**src/rtl/subleq_lsu_if.sv**
```systemverilog
// Pipeline-side request/response handshake plus the MMU lane bus
// seen by the subleq load/store sequencer.
interface subleq_lsu_if #(
  parameter int ADDR_W = 32
);
  logic              req_valid;
  logic              req_ready;
  logic              req_we;
  logic [1:0]        req_size;
  logic              req_sext;
  logic [ADDR_W-1:0] req_addr;
  logic [63:0]       req_wdata;

  logic              rsp_valid;
  logic              rsp_ready;
  logic [63:0]       rsp_rdata;
  logic              rsp_err;

  logic              mmu_en;
  logic              mmu_we;
  logic [ADDR_W-4:0] mmu_addr;
  logic [7:0]        mmu_be_n;
  logic [63:0]       mmu_wdata;
  logic [63:0]       mmu_rdata;

  modport master (
    output req_valid, req_we, req_size,
    output req_sext, req_addr, req_wdata,
    output rsp_ready, mmu_rdata,
    input  req_ready, rsp_valid,
    input  rsp_rdata, rsp_err,
    input  mmu_en, mmu_we, mmu_addr,
    input  mmu_be_n, mmu_wdata
  );

  modport slave (
    input  req_valid, req_we, req_size,
    input  req_sext, req_addr, req_wdata,
    input  rsp_ready, mmu_rdata,
    output req_ready, rsp_valid,
    output rsp_rdata, rsp_err,
    output mmu_en, mmu_we, mmu_addr,
    output mmu_be_n, mmu_wdata
  );
endinterface

```
**src/rtl/subleq_lsu.sv**
```systemverilog
// Single-outstanding load/store sequencer in front of the
// 8-lane byte-interleaved MMU: lane enables, steering, extension.
module subleq_lsu #(
  parameter int ADDR_W   = 32,
  parameter bit SIGN_DEF = 1'b1
) (
  input logic        clk,
  input logic        reset,
  subleq_lsu_if.slave bus
);

  typedef enum logic [1:0] {
    IDLE,
    ISSUE,
    WAIT,
    RESP
  } state_t;

  state_t state, state_nx;

  logic        accept;
  logic        misalign;
  logic        unmapped;
  logic        bad;
  logic [2:0]  off;
  logic [7:0]  size_mask;
  logic [7:0]  lane_mask;
  logic [63:0] wd_shift;
  logic [63:0] wd_lane;
  logic [63:0] rd_shift;
  logic [63:0] rd_ext;

  logic        we_q;
  logic        sext_q;
  logic [1:0]  size_q;
  logic [2:0]  off_q;

  assign off      = bus.req_addr[2:0];
  assign unmapped = bus.req_addr[ADDR_W-1];
  assign bad      = misalign | unmapped;

  always_comb begin
    misalign  = 1'b0;
    size_mask = 8'h01;
    unique case (bus.req_size)
      2'b00: begin
        misalign  = 1'b0;
        size_mask = 8'h01;
      end
      2'b01: begin
        misalign  = off[0];
        size_mask = 8'h03;
      end
      2'b10: begin
        misalign  = |off[1:0];
        size_mask = 8'h0F;
      end
      default: begin
        misalign  = |off;
        size_mask = 8'hFF;
      end
    endcase
  end

  // Aligned accesses never spill past lane 7, so a plain shift suffices.
  assign lane_mask = size_mask << off;
  assign wd_shift  = bus.req_wdata << {off, 3'b000};

  always_comb begin
    wd_lane = '0;
    for (int i = 0; i < 8; i++) begin
      if (lane_mask[i])
        wd_lane[8*i +: 8] = wd_shift[8*i +: 8];
    end
  end

  assign rd_shift = bus.mmu_rdata >> {off_q, 3'b000};

  always_comb begin
    rd_ext = rd_shift;
    unique case (size_q)
      2'b00: rd_ext = {{56{sext_q & rd_shift[7]}},
                       rd_shift[7:0]};
      2'b01: rd_ext = {{48{sext_q & rd_shift[15]}},
                       rd_shift[15:0]};
      2'b10: rd_ext = {{32{sext_q & rd_shift[31]}},
                       rd_shift[31:0]};
      default: rd_ext = rd_shift;
    endcase
  end

  assign bus.req_ready = (state == IDLE);
  assign bus.rsp_valid = (state == RESP);

  always_comb begin
    state_nx = state;
    accept   = 1'b0;
    unique case (state)
      IDLE: begin
        if (bus.req_valid) begin
          accept   = 1'b1;
          state_nx = bad ? RESP : ISSUE;
        end
      end
      ISSUE:   state_nx = we_q ? RESP : WAIT;
      WAIT:    state_nx = RESP;
      default: begin
        if (bus.rsp_ready)
          state_nx = IDLE;
      end
    endcase
  end

  always_ff @(posedge clk or posedge reset) begin
    if (reset)
      state <= IDLE;
    else
      state <= state_nx;
  end

  always_ff @(posedge clk or posedge reset) begin
    if (reset) begin
      bus.mmu_en    <= 1'b0;
      bus.mmu_we    <= 1'b0;
      bus.mmu_addr  <= '0;
      bus.mmu_be_n  <= 8'hFF;
      bus.mmu_wdata <= '0;
      bus.rsp_rdata <= '0;
      bus.rsp_err   <= 1'b0;
      we_q          <= 1'b0;
      sext_q        <= SIGN_DEF;
      size_q        <= 2'b00;
      off_q         <= 3'b000;
    end else begin
      bus.mmu_en   <= accept & ~bad;
      bus.mmu_we   <= accept & ~bad & bus.req_we;
      bus.mmu_be_n <= (accept & ~bad) ? ~lane_mask : 8'hFF;
      if (accept & ~bad) begin
        bus.mmu_addr  <= bus.req_addr[ADDR_W-1:3];
        bus.mmu_wdata <= wd_lane;
      end
      if (accept) begin
        we_q   <= bus.req_we;
        sext_q <= bus.req_sext;
        size_q <= bus.req_size;
        off_q  <= off;
      end
      if (accept & bad) begin
        bus.rsp_err   <= 1'b1;
        bus.rsp_rdata <= '0;
      end
      if (state == ISSUE && we_q) begin
        bus.rsp_err   <= 1'b0;
        bus.rsp_rdata <= '0;
      end
      // Read data is valid on the MMU bus only during WAIT.
      if (state == WAIT) begin
        bus.rsp_err   <= 1'b0;
        bus.rsp_rdata <= rd_ext;
      end
    end
  end

endmodule

```
**src/flat_wrapper.sv**
```systemverilog
// flat-port wrapper written by rule: the top's interface ports become plain ports
module subleq_lsu_flat 
#(
  parameter int ADDR_W   = 32,
  parameter bit SIGN_DEF = 1'b1
)
  (clk, reset, bus_req_valid, bus_req_we, bus_req_size, bus_req_sext, bus_req_addr, bus_req_wdata, bus_rsp_ready, bus_mmu_rdata, bus_req_ready, bus_rsp_valid, bus_rsp_rdata, bus_rsp_err, bus_mmu_en, bus_mmu_we, bus_mmu_addr, bus_mmu_be_n, bus_mmu_wdata);
  subleq_lsu_if #(.ADDR_W(ADDR_W)) bus_i ();
  input logic clk;
  input logic reset;
  input wire logic [$bits(bus_i.req_valid)-1:0] bus_req_valid;
  input wire logic [$bits(bus_i.req_we)-1:0] bus_req_we;
  input wire logic [$bits(bus_i.req_size)-1:0] bus_req_size;
  input wire logic [$bits(bus_i.req_sext)-1:0] bus_req_sext;
  input wire logic [$bits(bus_i.req_addr)-1:0] bus_req_addr;
  input wire logic [$bits(bus_i.req_wdata)-1:0] bus_req_wdata;
  input wire logic [$bits(bus_i.rsp_ready)-1:0] bus_rsp_ready;
  input wire logic [$bits(bus_i.mmu_rdata)-1:0] bus_mmu_rdata;
  output wire logic [$bits(bus_i.req_ready)-1:0] bus_req_ready;
  output wire logic [$bits(bus_i.rsp_valid)-1:0] bus_rsp_valid;
  output wire logic [$bits(bus_i.rsp_rdata)-1:0] bus_rsp_rdata;
  output wire logic [$bits(bus_i.rsp_err)-1:0] bus_rsp_err;
  output wire logic [$bits(bus_i.mmu_en)-1:0] bus_mmu_en;
  output wire logic [$bits(bus_i.mmu_we)-1:0] bus_mmu_we;
  output wire logic [$bits(bus_i.mmu_addr)-1:0] bus_mmu_addr;
  output wire logic [$bits(bus_i.mmu_be_n)-1:0] bus_mmu_be_n;
  output wire logic [$bits(bus_i.mmu_wdata)-1:0] bus_mmu_wdata;
  assign bus_i.req_valid = bus_req_valid;
  assign bus_i.req_we = bus_req_we;
  assign bus_i.req_size = bus_req_size;
  assign bus_i.req_sext = bus_req_sext;
  assign bus_i.req_addr = bus_req_addr;
  assign bus_i.req_wdata = bus_req_wdata;
  assign bus_i.rsp_ready = bus_rsp_ready;
  assign bus_i.mmu_rdata = bus_mmu_rdata;
  assign bus_req_ready = bus_i.req_ready;
  assign bus_rsp_valid = bus_i.rsp_valid;
  assign bus_rsp_rdata = bus_i.rsp_rdata;
  assign bus_rsp_err = bus_i.rsp_err;
  assign bus_mmu_en = bus_i.mmu_en;
  assign bus_mmu_we = bus_i.mmu_we;
  assign bus_mmu_addr = bus_i.mmu_addr;
  assign bus_mmu_be_n = bus_i.mmu_be_n;
  assign bus_mmu_wdata = bus_i.mmu_wdata;
  subleq_lsu #(.ADDR_W(ADDR_W), .SIGN_DEF(SIGN_DEF)) u_core (.clk(clk), .reset(reset), .bus(bus_i));
endmodule
```
**config.mk**
```make
export PLATFORM = sky130hd
export DESIGN_NAME = subleq_lsu_flat
export DESIGN_NICKNAME = d
export VERILOG_FILES = /design/src/rtl/subleq_lsu_if.sv /design/src/rtl/subleq_lsu.sv /design/src/flat_wrapper.sv
export SDC_FILE = /design/constraint.sdc
export NUM_CORES = 1
export LEC_CHECK = 0
export ABC_AREA = 1
export CAP_MARGIN = 40
export CORE_AREA = 2 2 181 183
export CTS_BUF_LIST = sky130_fd_sc_hd__clkbuf_2
export CTS_CLUSTER_SIZE = 14
export DETAILED_ROUTE_END_ITERATION = 10
export DIE_AREA = 0 0 183 185
export GPL_ROUTABILITY_DRIVEN = 1
export HOLD_SLACK_MARGIN = 0.08
export SYNTH_ARGS = -nofsm -noshare
export SYNTH_HDL_FRONTEND = slang
export SYNTH_SLANG_ARGS = --single-unit
```
**constraint.sdc**
```tcl
create_clock -name clk -period 15.4 [get_ports clk]
set_clock_uncertainty 0.2 [all_clocks]
set_input_delay 2.31 -clock clk [delete_from_list [all_inputs] [get_ports clk]]
set_output_delay 2.31 -clock clk [all_outputs]
set_load 0.1 [all_outputs]
```
; ---- Yosys cells after proc, flatten, opt, wreduce, memory -nomap -nowiden
; Index checks and enable logic that the tools add are counted.
[word_totals]
wordCells = 66
regBits = 177
[op_classes]
n_eq_ne = 8
reduce_logical = 9
bitwise_logic = 9
n_mux = 25
shift = 3
[op_table]
columns = operator, count
row1 = 64-bit 2-to-1 mux, 3
row2 = 64-bit case mux with 3 select lines, 1
row3 = 8-bit 2-to-1 mux, 9
row4 = 64-bit by 6-bit << shifter with 64-bit output, 1
row5 = 64-bit by 6-bit >> shifter with 64-bit output, 1
row6 = 8-bit case mux with 3 select lines, 1
row7 = "2-bit equality test, second input constant", 4
row8 = 8-bit inverter, 1
row9 = 8-bit by 3-bit << shifter with 8-bit output, 1
row10 = 1-bit AND, 6
row11 = "2-bit by 1-bit equality test with 1-bit output, second input constant", 3
row12 = 2-bit logical NOT, 3
row13 = 1-bit 2-to-1 mux, 6
row14 = 2-bit 2-to-1 mux, 3
row15 = 2-bit case mux with 3 select lines, 1
row16 = 4-bit nonzero test, 1
row17 = 1-bit case mux with 3 select lines, 1
row18 = 3-bit nonzero test, 1
row19 = 3-bit OR reduction, 1
row20 = "2-bit inequality test, second input constant", 1
row21 = 2-bit AND reduction, 1
row22 = 2-bit OR reduction, 1
row23 = 1-bit logical AND, 1
row24 = 1-bit inverter, 1
row25 = 1-bit OR, 1

; ---- Depth between registers and ports, before layout
; Gate-level depths: netlist (run 1).
[depth]
ltp_word = 7
depth_mapped = 12

; ---- Worst setup path after synthesis (run 1)
; Ideal clock, no wire load.
[synth_path]
path_type = reg-to-output
start = register u_core.state[0]
end = output port bus_req_ready
path_slack_ns = 11.578
t_required_ns = 12.890
path_buffers = 0
arrival_ns = 1.312
stages_incl_launch_ff = 3
cell_sequence = dfrtp_1 -> inv_1 -> ha_1
[synth_via]
elab_chain_len = 1
[synth_lines]
columns = element, line_no
row1 = "start, declared", subleq_lsu.sv:19  ; state_t state, state_nx;
row2 = "start signal, assigned", subleq_lsu.sv:118  ; state <= state_nx;
row3 = 2-bit logical NOT, subleq_lsu.sv:92  ; assign bus.req_ready = (state == IDLE);
row4 = "end, declared", flat_wrapper.sv:19  ; output wire logic [$bits(bus_i.req_ready)-1:0] bus_req_ready;
; No other way between the ends.

; ---- Worst setup path after layout (run 1)
[layout_path]
start = input port bus_req_addr[1]
end = register u_core.bus.mmu_wdata[4]
[layout_via]
elab_chain_len = 5
elab_cells_between_ends = 9
classes_between = shift (2) / mux (2) / bitwise (3) / reduce/logical (2)
[layout_lines]
columns = element, line_no
row1 = "start, declared", flat_wrapper.sv:15  ; input wire logic [$bits(bus_i.req_addr)-1:0] bus_req_addr;
row2 = branches (longest 5 deep; another with 64-bit by 6-bit << shifter with 64-bit output), --
row3 = "end signal, assigned", subleq_lsu.sv:140  ; bus.mmu_wdata <= wd_lane;
row4 = "end, declared", subleq_lsu_if.sv:43  ; output mmu_be_n, mmu_wdata
; Several ways; the timed one is not identified.
; A chain may end at the register's enable or synchronous reset.

==> results of run 1 <==
## synthesized netlist by cell type (5+ instances only)
master	n	area share
nand2_1	691	0.24
nand3_1	197	0.090
dfrtp_1	168	0.38
o21ai_0	147	0.067
inv_1	91	0.031
a21oi_1	75	0.034
nor2_1	50	0.017
clkbuf_1	44	0.015
buf_2	42	0.019
o211ai_1	33	0.023
buf_1	18	0.0062
or2_2	10	0.0057
dfstp_2	9	0.022
o21ai_1	8	0.0036
buf_4	7	0.0048
and2_1	5	0.0029
buf_6	5	0.0051
## worst min path at each step
stage,start,to,slack [ns]
finish,u_core.bus.mmu_addr[28],u_core.bus.mmu_addr[28],0.31
global route,u_core.bus.mmu_wdata[61],u_core.bus.mmu_wdata[61],0.35
CTS,u_core.bus.mmu_addr[28],u_core.bus.mmu_addr[28],0.32
detailed placement,u_core.bus.mmu_addr[28],u_core.bus.mmu_addr[28],0.26
global placement,u_core.bus.mmu_addr[28],u_core.bus.mmu_addr[28],0.25
floorplan,u_core.we_q,u_core.we_q,0.25
## power by group through the flow
stage,Combinational [uW],Clock (uW),Sequential (uW)
2_1_floorplan,738,0,1780
3_3_place_gp,2380,0,754
3_5_place_dp,3050,0,751
4_1_cts,3060,260,747
5_1_grt,3200,276,764
6_report,3050,250,747
## layer usage
metal | up-vias | routed length, microns | part of all wire
met4 | 0 | 1352 | 0.029
met2 | 561 | 22670 | 0.49
met1 | 5971 | 18700 | 0.40
met5 | - | 0 | 0
met3 | 68 | 3467 | 0.075
li1 | 6140 | - | -
## stage by stage
stage | instances | hold slack, ns | total power (uW) | worst slack [ns] | util
6_report | 2490 | 0.3096 | 4043 | 10.34 | 0.5590
5_1_grt | 2489 | 0.3482 | 4243 | 10.08 | 0.5590
4_1_cts | 2487 | 0.3155 | 4064 | 10.39 | 0.5588
3_5_place_dp | 2455 | 0.2598 | 3799 | 9.525 | 0.5517
3_3_place_gp | 2281 | 0.2496 | 3134 | 9.618 | 0.4492
2_1_floorplan | 1644 | 0.2493 | 2519 | 8.103 | -
## area by class of cell
| cell class | instances | area [sq um] |
|---|---|---|
| repair buffers | 522 | 6731 |
| clock inverters | 14 | 136.4 |
| clock buffers | 18 | 90.09 |
| flip-flops and latches | 177 | 4442 |
| well taps | 408 | 510.5 |
| fillers | 2966 | 14130 |
| diodes | 3 | 7.507 |
| multi-input cells | 1249 | 5610 |
| inverters | 99 | 384.1 |
## flip-flops by register name, indices dropped and copies added (netlist names), 2 cells and up
| register | count |
|---|---|
| u_core.bus.mmu_wdata | 64 |
| u_core.off_q | 3 |
| u_core.size_q | 2 |
| u_core.bus.mmu_addr | 29 |
| u_core.state | 2 |
| u_core.bus.rsp_rdata | 64 |
| u_core.bus.mmu_be_n | 8 |
## worst max-delay path, delay by kind of cell
kind | cells | cell delay (ns)
simple gates | 5 | 1.08
compound gates | 1 | 0.10
buf+inv | 3 | 2.05
## kinds of logic after synthesis
logic type | Yosys count | share of synthesized area
buffers and inverters | 218 | 0.08598
AND/OR/NAND/NOR | 970 | 0.3683
adder cells (fa/ha/maj) | 4 | 0.004562
AO/OA/AOI/OAI | 275 | 0.1364
flip-flops | 177 | 0.4047
==> flow_summary.toml, run 1 <==
[global_routing]
gr-usage-met2 = 0.4773
grt_max_degree = 115
grt_pass1_wl_microns = 71520
grt_overflow_total = 0
grtUsageMet3 = 0.05486
grt_util_met1 = 0.3399
antenna_found_initial = 3
busiest_layer = "met2"
grt_usage = 0.2736
grt_pass1_vias = 12660

[power]
combPwrFrac = 0.753
intPower_uw = 1744
switchingPower_uw = 2299
p_per_area_nw_per_um2 = 225.7
p_leak_uw = 0.008831
p_seq_frac = 0.185
pwr-share-clk = 0.062
p_sw_frac = 0.5687
max-vdd-ir-drop_mv = 0.1970

[setup_path]
cp.required_ns = 15.94
arrival_ns = 5.60
startpoint_type = "input pin"
endpoint_kind = "flip-flop"
cp_slowest_stage_delay_ns = 0.78
critPathLaunch = "bus_req_addr[1]"
reg2regPathDepth = 8
slowest_stage = "buf_4"
cp_max_fo = 74
endpoint = "u_core.bus.mmu_wdata[4]"
timing.critical_path.mode_cell = "nand2_1"
worstSetupPathType = "in -> reg"
r2r-end = "u_core.bus.mmu_wdata[2]"
r2r_slack_ns = 12.02
r2r_start = "u_core.state[0]"
path_cells = "buf_2 > inv_2 > nand2_2 > o21ai_2 > nand4_4 > buf_4 > nor2_1 > nand2_1 > nand2_1"

[route]
drtPass1Iterations = 5
drc = 0
num_vias = 12740
avgRoutedWirePerCell_microns = 18.55
vias_per_cell = 5.116
final_antenna_net_count = 0
routed_wirelength_microns = 46180
drt-initial-drc-count = 1102

[run]
cap_violations = 0

[clock_tree]
clk_latency_ns = 0.79
cts_root_buffer = "clkbuf_2"
numCtsBuffers = 17
cts_max_path_buffers = 2
cts_resized = 0
cts_setup_buffers = 0
h-tree-depth = 4
cts_tree = "done"
cts_hold_buf = 0
cts_sinks = 177
clk_pin_slew_ns = 0.30

[final_layout]
final_common_cell = "nand2_1"
area_growth_pct = 63.26
final_layout_size_suffix_gt1_frac = 0.1265
fin_area_sq_um = 17910
final_cell_mix = "nand2_1 (690), clkdlybuf4s50_1 (335), nand3_1 (197), dfrtp_1 (167), o21ai_0 (147)"
layout.nets = 2238

[yosys]
synthCells = 1644
synthesis.area_sq_um = 10970
syn-num-nets = 1816
ys_seq_elements = 177
synthFlopType = "dfrtp_1"
yosysWarnings = 0
avgSynthCellArea_sq_um = 6.674
ys_types = 37
ys_seq_area_frac = 0.4047
async_reset_ff_frac = 1.000
synth_edf_count = 0

[sta]
setup_viol = 0
fin_crit_ns = 5.062
finalHoldViolations = 0
period_share = 0.3287
rsz0062_at_grt = "false"
fin_setup_tns_ns = 0
tightest_slew_ns = 0.9506
max_slew_margin = 0.3662
finalMaxSlewViolations = 0
fmax_mhz = 197.6

[placed_design]
gp_congestion = 0.9220
placed_cell_area_sq_um = 17680
io_buffer_count = 337
hpwl_microns = 34360

[floorplan]
fp-row-count = 66
die_y_microns = 185
initial_utilization = 0.3424
core_sq_um = 32040
dieArea_sq_um = 33860
die_w_microns = 183
ios = 338

[worst_hold_path]
hold_class = "reg -> reg"
worstHoldPathCells = 2

[status]
outcome = "completed"
Note: power is estimated with default switching activity, not from simulation.
==> inputs of run 2 (changes only) <==
- clock period: 15.4 -> 5 ns (I/O delays scaled with it)
==> flow_summary.toml, run 2 (synthesis results as in run 1) <==
[status]
outcome = "completed"

[route]
drt-initial-drc-count = 1082
num_vias = 12710
final_antenna_net_count = 0
drc = 0
drtPass1Iterations = 6
routed_wirelength_microns = 44880
vias_per_cell = 5.095
avgRoutedWirePerCell_microns = 18.00

[setup_path]
cp.required_ns = 5.54
worstSetupPathType = "reg -> reg"
arrival_ns = 3.94
cp_max_fo = 64
endpoint_kind = "flip-flop"
startpoint_type = "flip-flop"

[sta]
finalHoldViolations = 0
tightest_slew_ns = 0.8973
fin_setup_tns_ns = 0
fin_crit_ns = 3.396
setup_viol = 0
max_slew_margin = 0.4005
period_share = 0.6792
fmax_mhz = 294.5
rsz0062_at_grt = "false"
finalMaxSlewViolations = 0

[power]
p_per_area_nw_per_um2 = 692.5
p_leak_uw = 0.008868
power.total_uw = 12470
max-vdd-ir-drop_mv = 0.5990

[floorplan]
initial_utilization = 0.3424
fp-row-count = 66
die_w_microns = 183
ios = 338
core_sq_um = 32040
dieArea_sq_um = 33860
die_y_microns = 185

[clock_tree]
clk_latency_ns = 0.79
cts_resized = 0
cts_root_buffer = "clkbuf_2"
cts_max_path_buffers = 2
numCtsBuffers = 17
clk_pin_slew_ns = 0.32
h-tree-depth = 4
cts_sinks = 177
cts_setup_buffers = 0
cts_hold_buf = 0
cts_tree = "done"

[final_layout]
final_layout_size_suffix_gt1_frac = 0.1282
final_cell_mix = "nand2_1 (690), clkdlybuf4s50_1 (335), nand3_1 (197), dfrtp_1 (167), o21ai_0 (147)"
final_common_cell = "nand2_1"
top_regs = "u_core.bus.mmu_wdata x64, u_core.bus.rsp_rdata x64, u_core.bus.mmu_addr x29"
area_growth_pct = 64.13
fin_area_sq_um = 18010
layout.nets = 2242

[worst_hold_path]
hold_class = "in -> async"

[global_routing]
grt_overflow_total = 0
grt_max_degree = 94
grt_usage = 0.2681
grt_pass1_wl_microns = 70400
grt_pass1_vias = 12610
antenna_found_initial = 7

[run]
cap_violations = 0

[placed_design]
io_buffer_count = 337
placed_cell_area_sq_um = 17730
hpwl_microns = 33120
gp_congestion = 0.9257
[run 2: changes by cell type in the layout (fill, tap and decap cells not counted), sizes merged]
cell | previous run | this run
clkinvlp | 0 | 1
buf | 187 | 191
inv | 108 | 105
clkbuf | 18 | 17
bufinv | 0 | 1
clkinv | 5 | 7
[run 2: per-stage QoR]
stage	instances	setup slack [ns]	hold slack (ns)	utilization
after global placement	2286	1.472	0.2501	0.4510
after global routing	2494	1.396	0.08699	0.5621
after detailed placement	2459	1.407	0.2637	0.5533
after CTS	2491	1.497	0.1027	0.5618
after floorplan	1644	1.791	0.2493	-
final	2494	1.604	0.1859	0.5621
[run 2: where the power goes]
part,switching (uW),internal (uW),total (uW)
sequential,400,1930,2330
combinational,6020,3270,9290
clock,629,220,849
[run 2: routing by layer]
layer  vias up  track usage  part of all wire
met5         -            0           0.00087
met4         6      0.08736             0.027
met3        67      0.05191             0.076
met2       559       0.4642              0.49
met1      5938       0.3366              0.41
li1       6138            -                 -
[run 2: critical path: stages (launching register included)]
cell and delay (ns):
dfrtp_2 0.78, inv_4 0.37, nand2_1 0.18, nand3_1 0.10, nand3_1 0.14, nand2_1 0.10, nand2_2 0.43, nand2_2 0.48
o21ai_0 0.45, nand2_1 0.08
[run 2: final timing paths]
path | cells past startpoint | slack [ns] | startpoint | to
max | 9 | 1.60 | u_core.off_q[0] | u_core.bus.rsp_rdata[44]
min | 2 | 0.19 | reset | u_core.bus.mmu_wdata[59]
max reg2reg | 9 | 1.60 | u_core.off_q[0] | u_core.bus.rsp_rdata[44]
min reg2reg | 2 | 0.32 | u_core.bus.mmu_addr[28] | u_core.bus.mmu_addr[28]
max in group asynchronous | 3 | 3.45 | reset | u_core.bus.mmu_wdata[20]
min in group clk | 3 | 0.20 | bus_req_addr[12] | u_core.bus.mmu_addr[9]
[run 2: layout make-up]
cell class              count  area [sq um]
diodes                      3         7.507
clock buffers              17         85.08
clock inverters            15         186.4
fillers                  2938         14030
inverters                  99         380.4
multi-input cells        1249          5610
flip-flops and latches    177          4442
well taps                 408         510.5
repair buffers            526          6787
==> inputs of run 3 (changes only) <==
- clock period: 5 -> 3.4 ns (I/O delays scaled with it)
==> flow_summary.toml, run 3 (synthesis results as in run 1) <==
[final_layout]
final_cell_mix = "nand2_1 (690), nand3_1 (197), buf_4 (196), dfrtp_1 (167), clkdlybuf4s50_1 (166)"
final_common_cell = "nand2_1"
top_regs = "u_core.bus.mmu_wdata x64, u_core.bus.rsp_rdata x64, u_core.bus.mmu_addr x29"
fin_area_sq_um = 14780
utilization = 0.4612
final_layout_size_suffix_gt1_frac = 0.1422
area_growth_pct = 34.68
layout.nets = 2121

[floorplan]
dieArea_sq_um = 33860
die_y_microns = 185
core_sq_um = 32040
die_w_microns = 183
ios = 338
fp-row-count = 66
initial_utilization = 0.3424

[setup_path]
cp_max_fo = 63
worstSetupPathType = "in -> reg"
arrival_ns = 3.51
endpoint_kind = "flip-flop"
startpoint_type = "input pin"
cp.required_ns = 3.94

[global_routing]
grt_pass1_wl_microns = 66700
grt_max_degree = 68
grt_util_met1 = 0.3244
antenna_found_initial = 4
gr-usage-met2 = 0.4273
grt_usage = 0.2552
grtUsageMet3 = 0.05387
grt_pass1_vias = 11950
busiest_layer = "met2"
grt_overflow_total = 0

[sta]
period_share = 0.8711
fin_setup_tns_ns = 0
tightest_slew_ns = 0.8635
finalMaxSlewViolations = 0
fin_crit_ns = 2.962
setup_viol = 0
rsz0062_at_grt = "false"
finalHoldViolations = 0
whs_ns = 0.1695
fmax_mhz = 337.7
max_slew_margin = 0.4243

[placed_design]
hpwl_microns = 31550
placed_cell_area_sq_um = 14180
gp_congestion = 0.8945
io_buffer_count = 337

[status]
outcome = "completed"

[route]
drtPass1Iterations = 5
drc = 0
avgRoutedWirePerCell_microns = 18.14
num_vias = 12060
vias_per_cell = 5.082
routed_wirelength_microns = 43040
final_antenna_net_count = 0
drt-initial-drc-count = 954

[clock_tree]
cts_resized = 0
cts_root_buffer = "clkbuf_2"
cts_max_path_buffers = 2
cts_tree = "done"
h-tree-depth = 4
cts_sinks = 177
cts_setup_buffers = 0
clk_latency_ns = 0.79
numCtsBuffers = 17
clk_pin_slew_ns = 0.29

[worst_hold_path]
hold_class = "in -> reg"

[power]
max-vdd-ir-drop_mv = 0.8570
p_per_area_nw_per_um2 = 1028
p_leak_uw = 0.007836

[run]
cap_violations = 0
==> run 3: cell types whose count changed in the layout (fill, tap and decap cells not counted), moves of 2 or more <==
| cell | change |
|---|---|
| buf_4 | +182 |
| clkdlybuf4s50_1 | -169 |
| buf_8 | -117 |
| dlygate4sd3_1 | +36 |
| clkinv_8 | -3 |
| inv_8 | +2 |
| buf_16 | -54 |
==> run 3: path summary, 6_finish.rpt <==
check / endpoint / cells past startpoint / slack (ns) / from
min reg2reg: u_core.bus.mmu_addr[6] / 2 / 0.32 / u_core.bus.mmu_addr[6]
max: u_core.bus.mmu_addr[16] / 10 / 0.44 / bus_req_size[0]
min in group asynchronous: u_core.bus.mmu_wdata[51] / 3 / 0.41 / reset
max in group asynchronous: u_core.bus.mmu_be_n[2] / 4 / 1.83 / reset
min: u_core.bus.mmu_be_n[6] / 6 / 0.17 / bus_req_addr[0]
max reg2reg: u_core.bus.mmu_addr[16] / 9 / 0.55 / u_core.state[0]
==> run 3: critical path, stage by stage <==
cell	delay [ns]
dlygate4sd3_1	0.55
clkdlybuf4s50_1	0.61
a21oi_1	0.12
inv_1	0.10
o211ai_2	0.11
nand4_4	0.09
buf_4	0.69
buf_4	0.52
nand2_1	0.10
nand2_1	0.08
==> run 3: routing by layer <==
metal | up-vias | part of all wire
met5 | - | 0.00030
met4 | 2 | 0.032
met3 | 66 | 0.075
met2 | 496 | 0.48
met1 | 5597 | 0.42
li1 | 5899 | -
==> run 3: stage by stage <==
| stage | worst slack (ns) | std cells | power, uW |
|---|---|---|---|
| finish | 0.4384 | 2373 | 15200 |
| global placement | 0.2876 | 2301 | 14020 |
| floorplan | 0.4307 | 1644 | 11410 |
| detailed placement | 0.2209 | 2302 | 14070 |
| global route | 0.3585 | 2373 | 16070 |
| CTS | 0.5604 | 2369 | 15280 |
==> run 3: final cells by class <==
type / count / area [sq um]
tap: 408 / 510.5
multi-input combinational: 1249 / 5610
timing repair buffer: 405 / 3598
fill: 3304 / 17260
clock inverter: 14 / 137.6
antenna: 3 / 7.507
clock buffer: 18 / 90.09
sequential: 177 / 4442
inverter: 99 / 380.4
==> run 3: repair_timing <==
action	in CTS	in global routing
hold buffers	35	1
hold endpoints to repair	58	1
endpoints found under the setup margin	0	0
==> run 3: where the power goes <==
group	switching, uW	internal (uW)	leakage, uW
clock	912	243	0.000143
combinational	8270	2310	0.00538
sequential	614	2840	0.00231
